===== src/rtl/aes_round_sequencer.sv =====
// aes_round_sequencer: load/recirculate control, round index and output handshake for the iterative AES core
module aes_round_sequencer #(
  parameter int NUM_ROUNDS = 10
) (
  input  logic       clk,
  input  logic       n_rst,
  input  logic       i_fifo_empty,
  input  logic       i_key_ready,
  input  logic       i_clear,
  input  logic       i_out_ready,
  output logic       o_read_fifo,
  output logic       o_block_en,
  output logic [4:0] o_round_state,
  output logic       o_last_round,
  output logic       o_out_valid,
  output logic       o_busy
);
  localparam logic [1:0] IDLE = 2'd0;
  localparam logic [1:0] RUN  = 2'd1;
  localparam logic [1:0] DONE = 2'd2;
  localparam logic [4:0] LAST = 5'(NUM_ROUNDS);

  if (NUM_ROUNDS != 10 && NUM_ROUNDS != 12 && NUM_ROUNDS != 14) begin : g_bad_rounds
    $error("aes_round_sequencer: NUM_ROUNDS must be 10, 12 or 14");
  end

  logic [1:0] state, state_nx;
  logic [4:0] cnt, cnt_nx;
  logic       load;

  assign load = !i_fifo_empty && i_key_ready && !i_clear;

  // Output decode; everything is held low while reset is asserted so no pop can leak out.
  always_comb begin
    o_read_fifo   = n_rst && load && (state == IDLE || (state == DONE && i_out_ready));
    o_block_en    = o_read_fifo || (n_rst && state == RUN && !i_clear);
    o_last_round  = n_rst && state == RUN && cnt == LAST;
    o_out_valid   = n_rst && state == DONE && !i_clear;
    o_busy        = state != IDLE;
    o_round_state = cnt;
  end

  // Next state and round counter; abort wins over everything, a finished block may chain straight into the next.
  always_comb begin
    state_nx = IDLE;
    cnt_nx   = 5'd0;
    if (!i_clear) begin
      if (state == IDLE) begin
        state_nx = load ? RUN : IDLE;
        cnt_nx   = load ? 5'd1 : 5'd0;
      end else if (state == RUN) begin
        state_nx = (cnt < LAST) ? RUN : DONE;
        cnt_nx   = (cnt < LAST) ? cnt + 5'd1 : cnt;
      end else if (state == DONE) begin
        state_nx = !i_out_ready ? DONE : (load ? RUN : IDLE);
        cnt_nx   = !i_out_ready ? cnt : (load ? 5'd1 : 5'd0);
      end
    end
  end

  // State and counter registers.
  always_ff @(posedge clk or negedge n_rst) begin
    if (!n_rst) begin
      state <= IDLE;
      cnt   <= 5'd0;
    end else begin
      state <= state_nx;
      cnt   <= cnt_nx;
    end
  end
endmodule


===== config.mk =====
export PLATFORM = sky130hd
export DESIGN_NAME = aes_round_sequencer
export DESIGN_NICKNAME = d
export VERILOG_FILES = /design/src/rtl/aes_round_sequencer.sv
export SDC_FILE = /design/constraint.sdc
export NUM_CORES = 1
export LEC_CHECK = 0
export ABC_AREA = 1
export ABC_CLOCK_PERIOD_IN_PS = 3000
export CAP_MARGIN = 20
export CORE_AREA = 2 2 39 41
export CTS_BUF_LIST = sky130_fd_sc_hd__clkbuf_8
export DETAILED_ROUTE_END_ITERATION = 6
export DIE_AREA = 0 0 41 43
export HOLD_SLACK_MARGIN = 0.06
export PLACE_DENSITY = 0.74
export SLEW_MARGIN = 25
export SYNTH_ARGS = -nofsm -noshare
export SYNTH_HDL_FRONTEND = slang
export SYNTH_SLANG_ARGS = --single-unit

===== constraint.sdc =====
create_clock -name clk -period 3 [get_ports clk]
set_input_delay 0.3 -clock clk [delete_from_list [all_inputs] [get_ports clk]]
set_output_delay 0.3 -clock clk [all_outputs]
set_load 0.01 [all_outputs]

* Word level (Yosys, flattened, before mapping)
Index checks and enable logic that the tools add are counted.
** Storage, ports and cells
- Register bits after elaboration :: 7
- Bits of input ports :: 6
- Output and inout port bits :: 10
- Logic and storage cells :: 40
** Cells by class
- Add/sub/neg operators :: 1
- $lt $le $gt $ge :: 1
- Eq/ne operators :: 5
- Mux-type cells :: 14
- Reduce and logical (&&, ||, !) cells :: 17
** Operators by type and width (number)
- 5-bit two-way mux :: 6
- 2-bit two-way mux :: 6
- 1-bit logical AND :: 10
- 5-bit by 1-bit adder with 5-bit output (second input constant) :: 1
- 5-bit by 4-bit == test with 1-bit output (second input constant) :: 1
- 5-bit by 4-bit < comparator with 1-bit output (second input constant) :: 1
- 5-bit by 4-bit inequality test with 1-bit output (second input constant) :: 1
- 4-bit by 2-bit inequality test with 1-bit output (second input constant) :: 1
- 2-bit by 1-bit == test with 1-bit output (second input constant) :: 1
- 2-bit == test (second input constant) :: 1
- 1-bit logical NOT :: 2
- 2-bit logical NOT :: 1
- 1-bit logical OR :: 2
- 1-bit two-way mux :: 2
- 2-bit AND reduction :: 1
- 2-bit nonzero test :: 1

* Longest topological paths before layout
- Word-level depth :: 9
- Gate-level depth with buffers :: 7
- Gate-level depth less buffers :: 7

* Least setup slack after synthesis
Ideal clock, no wire load.
- Path type :: register -> output
- Start point :: register cnt[1] (netlist: o_round_state[1])
- End point :: output o_last_round
- Data arrival time :: 1.143 ns
- Required time :: 2.700 ns
- Slack :: 1.557 ns
- Stages on the path, launching flop included :: 4
- Path buffers :: 0
- Cell sequence :: dfrtp_1 > ha_1 > nand2_1 > nor4_1
** Between the ends
- Cells in the longest elaborated chain, start to end :: 2
** Ends and longest elaborated chain
- start: declaration :: line 28 : logic [4:0] cnt, cnt_nx;
- start signal: assignment :: line 68 : cnt <= cnt_nx;
- 5-bit by 4-bit == test with 1-bit output :: line 37 : o_last_round = n_rst && state == RUN && cnt == LAST;
- 1-bit logical AND :: line 37
- end: declaration :: line 14 : output logic o_last_round,
Every way passes these cells.

* Worst setup path after layout
- Start point :: input i_clear
- End point :: output o_block_en
** Between the ends
- Cells in the longest elaborated chain, start to end :: 5
- Elaborated cells on any way between the ends :: 6
- Classes of those cells :: 6 x reduce/logical
** Ends and longest elaborated chain
- start: declaration :: line 9 : input logic i_clear,
- 1-bit logical NOT (*)
- 1-bit logical AND :: line 31 : assign load = !i_fifo_empty && i_key_ready && !i_clear;
- 1-bit logical AND (2 in series) :: line 35 : o_read_fifo = n_rst && load && (state == IDLE || (state == DONE && i_out_ready));
- 1-bit logical OR (*) :: line 36 : o_block_en = o_read_fifo || (n_rst && state == RUN && !i_clear);
- end: declaration :: line 12 : output logic o_block_en,
Every way passes the cells marked *; elsewhere a longest branch is shown, timed or not.

==> results.sh <==
export IMPL_end_kind="primary output"
export IMPL_cts_htree_levels=1
export IMPL_largest_fanout_on_the_critical_path=5
export IMPL_groute_layer_met1_usage_pct=19.00
export IMPL_worstHoldPathType="input pin to asynchronous set/reset pin"
export IMPL_power_net_switching_w=0.00005987
export IMPL_globalRoute_totalOverflow=0
export IMPL_use_met3_pct=4.712
export IMPL_coreArea_um2=1384
export IMPL_filler_cell_count=136
export IMPL_critPathMaxStageDelay_ns=0.57
export IMPL_ctsRootBufferMaster="clkbuf_8"
export IMPL_yosysWarningCount=0
export IMPL_grt_max_degree=10
export IMPL_p_per_area_nw_per_um2=381.5
export IMPL_worstMarginPinSlew_ns=0.3794
export IMPL_vias_after_detailed_routing=450
export IMPL_post_synth_inst_count=62
export IMPL_crit_reg2reg_launch="state[0]"
export IMPL_placementRows=14
export IMPL_syn_nets=70
export IMPL_chipWidth_um=41
export IMPL_rr_endpoint="o_round_state[2]"
export IMPL_r2r_setup_slack_ns=1.87
export IMPL_cp_data_required_time_ns=2.70
export IMPL_cts_setup_buffers=0
export IMPL_r2r_cells=7
export IMPL_cts_sink_count=7
export IMPL_min_period_ns=2.265
export IMPL_clk_path_buf_depth=2
export IMPL_layout_core_utilization_pct=49.82
export IMPL_power_frac_clock_pct=47.4
export IMPL_maxSlewViolCount=0
export IMPL_post_synth_num_cell_types=18
export IMPL_vias_per_cell=4.639
export IMPL_crit_path_top_delay_cell="clkdlybuf4s50_1"
export IMPL_synth_top_cell_area_share_pct=36.94
export IMPL_final_weighted_congestion_in_routability_driven_placement=0.7942
export IMPL_critical_path_cell_by_cell="clkdlybuf4s50_1 > inv_1 > nand2_1 > nor2_1 > nand2_1 > o22ai_1 > clkdlybuf4s50_1"
export IMPL_netlist_area_um2=474.2
export IMPL_synth_area_leaders="dfrtp_1, nand2_1, nand3_1, nor2_1, ha_1"
export IMPL_layout_drive_gt1_share_pct=17.28
export IMPL_clock_latency_of_the_later_clocked_register_in_the_worst_skew_pair_ns=0.22
export IMPL_register_bit_total_from_synthesis=7
export IMPL_number_of_antenna_violations_at_the_first_check_in_global_routing=0
export IMPL_crit_path_start_kind="input pin"
export IMPL_die_outline_area_um2=1763
export IMPL_cts_resized_gates=0
export IMPL_synthesis_area_per_instance_um2=7.648
export IMPL_area_leader_netlist="dfrtp_1"
export IMPL_timing_final_hold_violations=0
export IMPL_power_report_internal_total_w=0.0002032
export IMPL_result_of_the_run="complete, no violations"
export IMPL_report_final_setup_viol=0
export IMPL_first_global_vias=436
export IMPL_combPwrFrac_pct=14.2
export IMPL_clock_tree_from_tritoncts="done"
export IMPL_start_util_pct=34.27
export IMPL_area_growth_synth_to_final_pct=45.38
export IMPL_detail_route_first_pass_iterations=4
export IMPL_hpwl_um=843.4
export IMPL_final_total_power_w=0.0002630
export IMPL_tns_ns=0
export IMPL_num_io_pins=16
export IMPL_drt_initial_drc_count=12
export IMPL_drt_wirelength_per_cell_um=10.58
export IMPL_port_buffer_count=15
export IMPL_timing_hold_ws_ns=0.3664
export IMPL_finClkSkew_ns=0.001315
export IMPL_portion_of_the_post_synthesis_area_used_by_sequential_elements_pct=36.94
export IMPL_detailed_route_drc_error_count=0
export IMPL_netSwitchingFraction_pct=22.76
export IMPL_max_slew_margin_pct=74.62
export IMPL_cpLargestDelayFamily="buffers and inverters"
export IMPL_path_clk_slew_ns=0.04
export IMPL_crit_buf_inv=3
export IMPL_worst_endpoint_arrival_ns=1.97
export IMPL_timing_max_cap_violations=0
export IMPL_seqPwrFrac_pct=38.5
export IMPL_p_leak_nw=0.3147
export IMPL_grt_met2_usage_pct=21.56
export IMPL_timing_setup_critical_path_class="input pin to primary output"
export IMPL_grt_first_pass_wirelength_um=1731
export IMPL_cts_made_buffers=3
export IMPL_clock_fmax_ghz=0.4415
export IMPL_globalRoute_busiestLayer="met2"
export IMPL_cts_hold_repair_buffers=0
export IMPL_finalCritPeriodShare_pct=75.50
export IMPL_grt_util_all_layers_pct=14.62
export IMPL_vdd_ir_drop_max_v=0.0003604
export IMPL_rsz_0062_raised_after_global_routing="no"
export IMPL_die_h_um=43
export IMPL_antenna_cells_inserted=0
export IMPL_route_antenna_remaining_nets=0
export IMPL_postRouteWirelength_um=1026
export IMPL_finish_net_count=90
cell type report:
cell class                      instances  area [µm²]  area share (%)
Timing Repair Buffer                   15       150.1           21.78
Tap cell                               16       20.02           2.904
Multi-Input combinational cell         47       269.0           39.02
Sequential cell                         7       175.2           25.41
Inverter                                8       30.03           4.356
Clock inverter                          1       3.754          0.5445
Clock buffer                            3       41.29           5.989
worst max-delay path by stage:
stage | start | endpoint | slack [ns] | depth (start not counted)
after floorplan | o_round_state[1] | o_last_round | 1.56 | 3
after global placement | i_clear | o_block_en | 0.71 | 7
after detailed placement | i_clear | o_block_en | 0.73 | 7
after CTS | i_clear | o_block_en | 0.73 | 7
after global routing | i_clear | o_block_en | 0.64 | 7
final | i_clear | o_block_en | 0.73 | 7
power by group through the flow:
stage,combinational (W),clock [W],sequential [W]
5_1_grt,0.0000410,0.000133,0.000102
3_5_place_dp,0.0000376,0,0.000102
6_report,0.0000372,0.000125,0.000101
2_1_floorplan,0.0000177,0,0.000102
3_3_place_gp,0.0000371,0,0.000102
4_1_cts,0.0000377,0.000128,0.000101
sequential cells by signal, indices dropped and copies added (netlist names):
register / count
o_round_state: 5
state: 2
synth_stat cells:
cell     count
a21oi_1      1
nor4_1       2
dfrtp_1      7
nand4_1      1
o21ai_4      1
nand2_4      2
ha_1         2
nand3_2      1
nor2_1       8
nand2_2      3
nand2_1     16
o22ai_1      1
nand3_1      6
xnor2_1      1
nor2_2       1
nor2_4       1
inv_1        6
inv_2        2
per-stage QoR:
stage          instances  worst slack [ns]  cell area (µm²)
3_5_place_dp          93            0.7335            644.4
4_1_cts               97            0.7317            689.4
5_1_grt               97            0.6379            689.4
6_report              97            0.7349            689.4
2_1_floorplan         62             1.557            474.2
3_3_place_gp          93            0.7082            644.4
logic make-up (layout without fill, tap and decap cells):
| family | count (synthesis) | count (layout) | synth area share, % |
|---|---|---|---|
| flops | 7 | 7 | 36.94 |
| buf+inv | 8 | 27 | 6.333 |
| xor+xnor | 1 | 1 | 1.847 |
| fa+ha+maj | 2 | 2 | 5.276 |
| compound gates | 3 | 3 | 5.806 |
| simple gates | 41 | 41 | 43.80 |
worst register-to-register path, stage by stage (launching register included):
cell and delay, ns:
dfrtp_1 0.39, inv_2 0.07, nor2_4 0.14, nand2_2 0.12, nand2_4 0.11, nand2_4 0.08, nand2_1 0.07, nand2_1 0.05
routing by layer:
metal / routed length (µm) / vias up
met5: 0 / -
met4: 0 / 0
met3: 48 / 0
met2: 527 / 8
met1: 450 / 204
li1: - / 238
cells in the final DEF, fill, tap and decap left out:
cell type,synthesis,routed
nand2_1,16,16
ha_1,2,2
nor2_1,8,8
nand3_1,6,6
o21ai_4,1,1
nand2_4,2,2
nand4_1,1,1
inv_2,2,2
clkbuf_8,0,3
nor4_1,2,2
xnor2_1,1,1
o22ai_1,1,1
clkdlybuf4s50_1,0,15
dfrtp_1,7,7
nand3_2,1,1
inv_1,6,7
nand2_2,3,3
a21oi_1,1,1
nor2_4,1,1
nor2_2,1,1
Note: power is estimated with default switching activity, not from simulation.
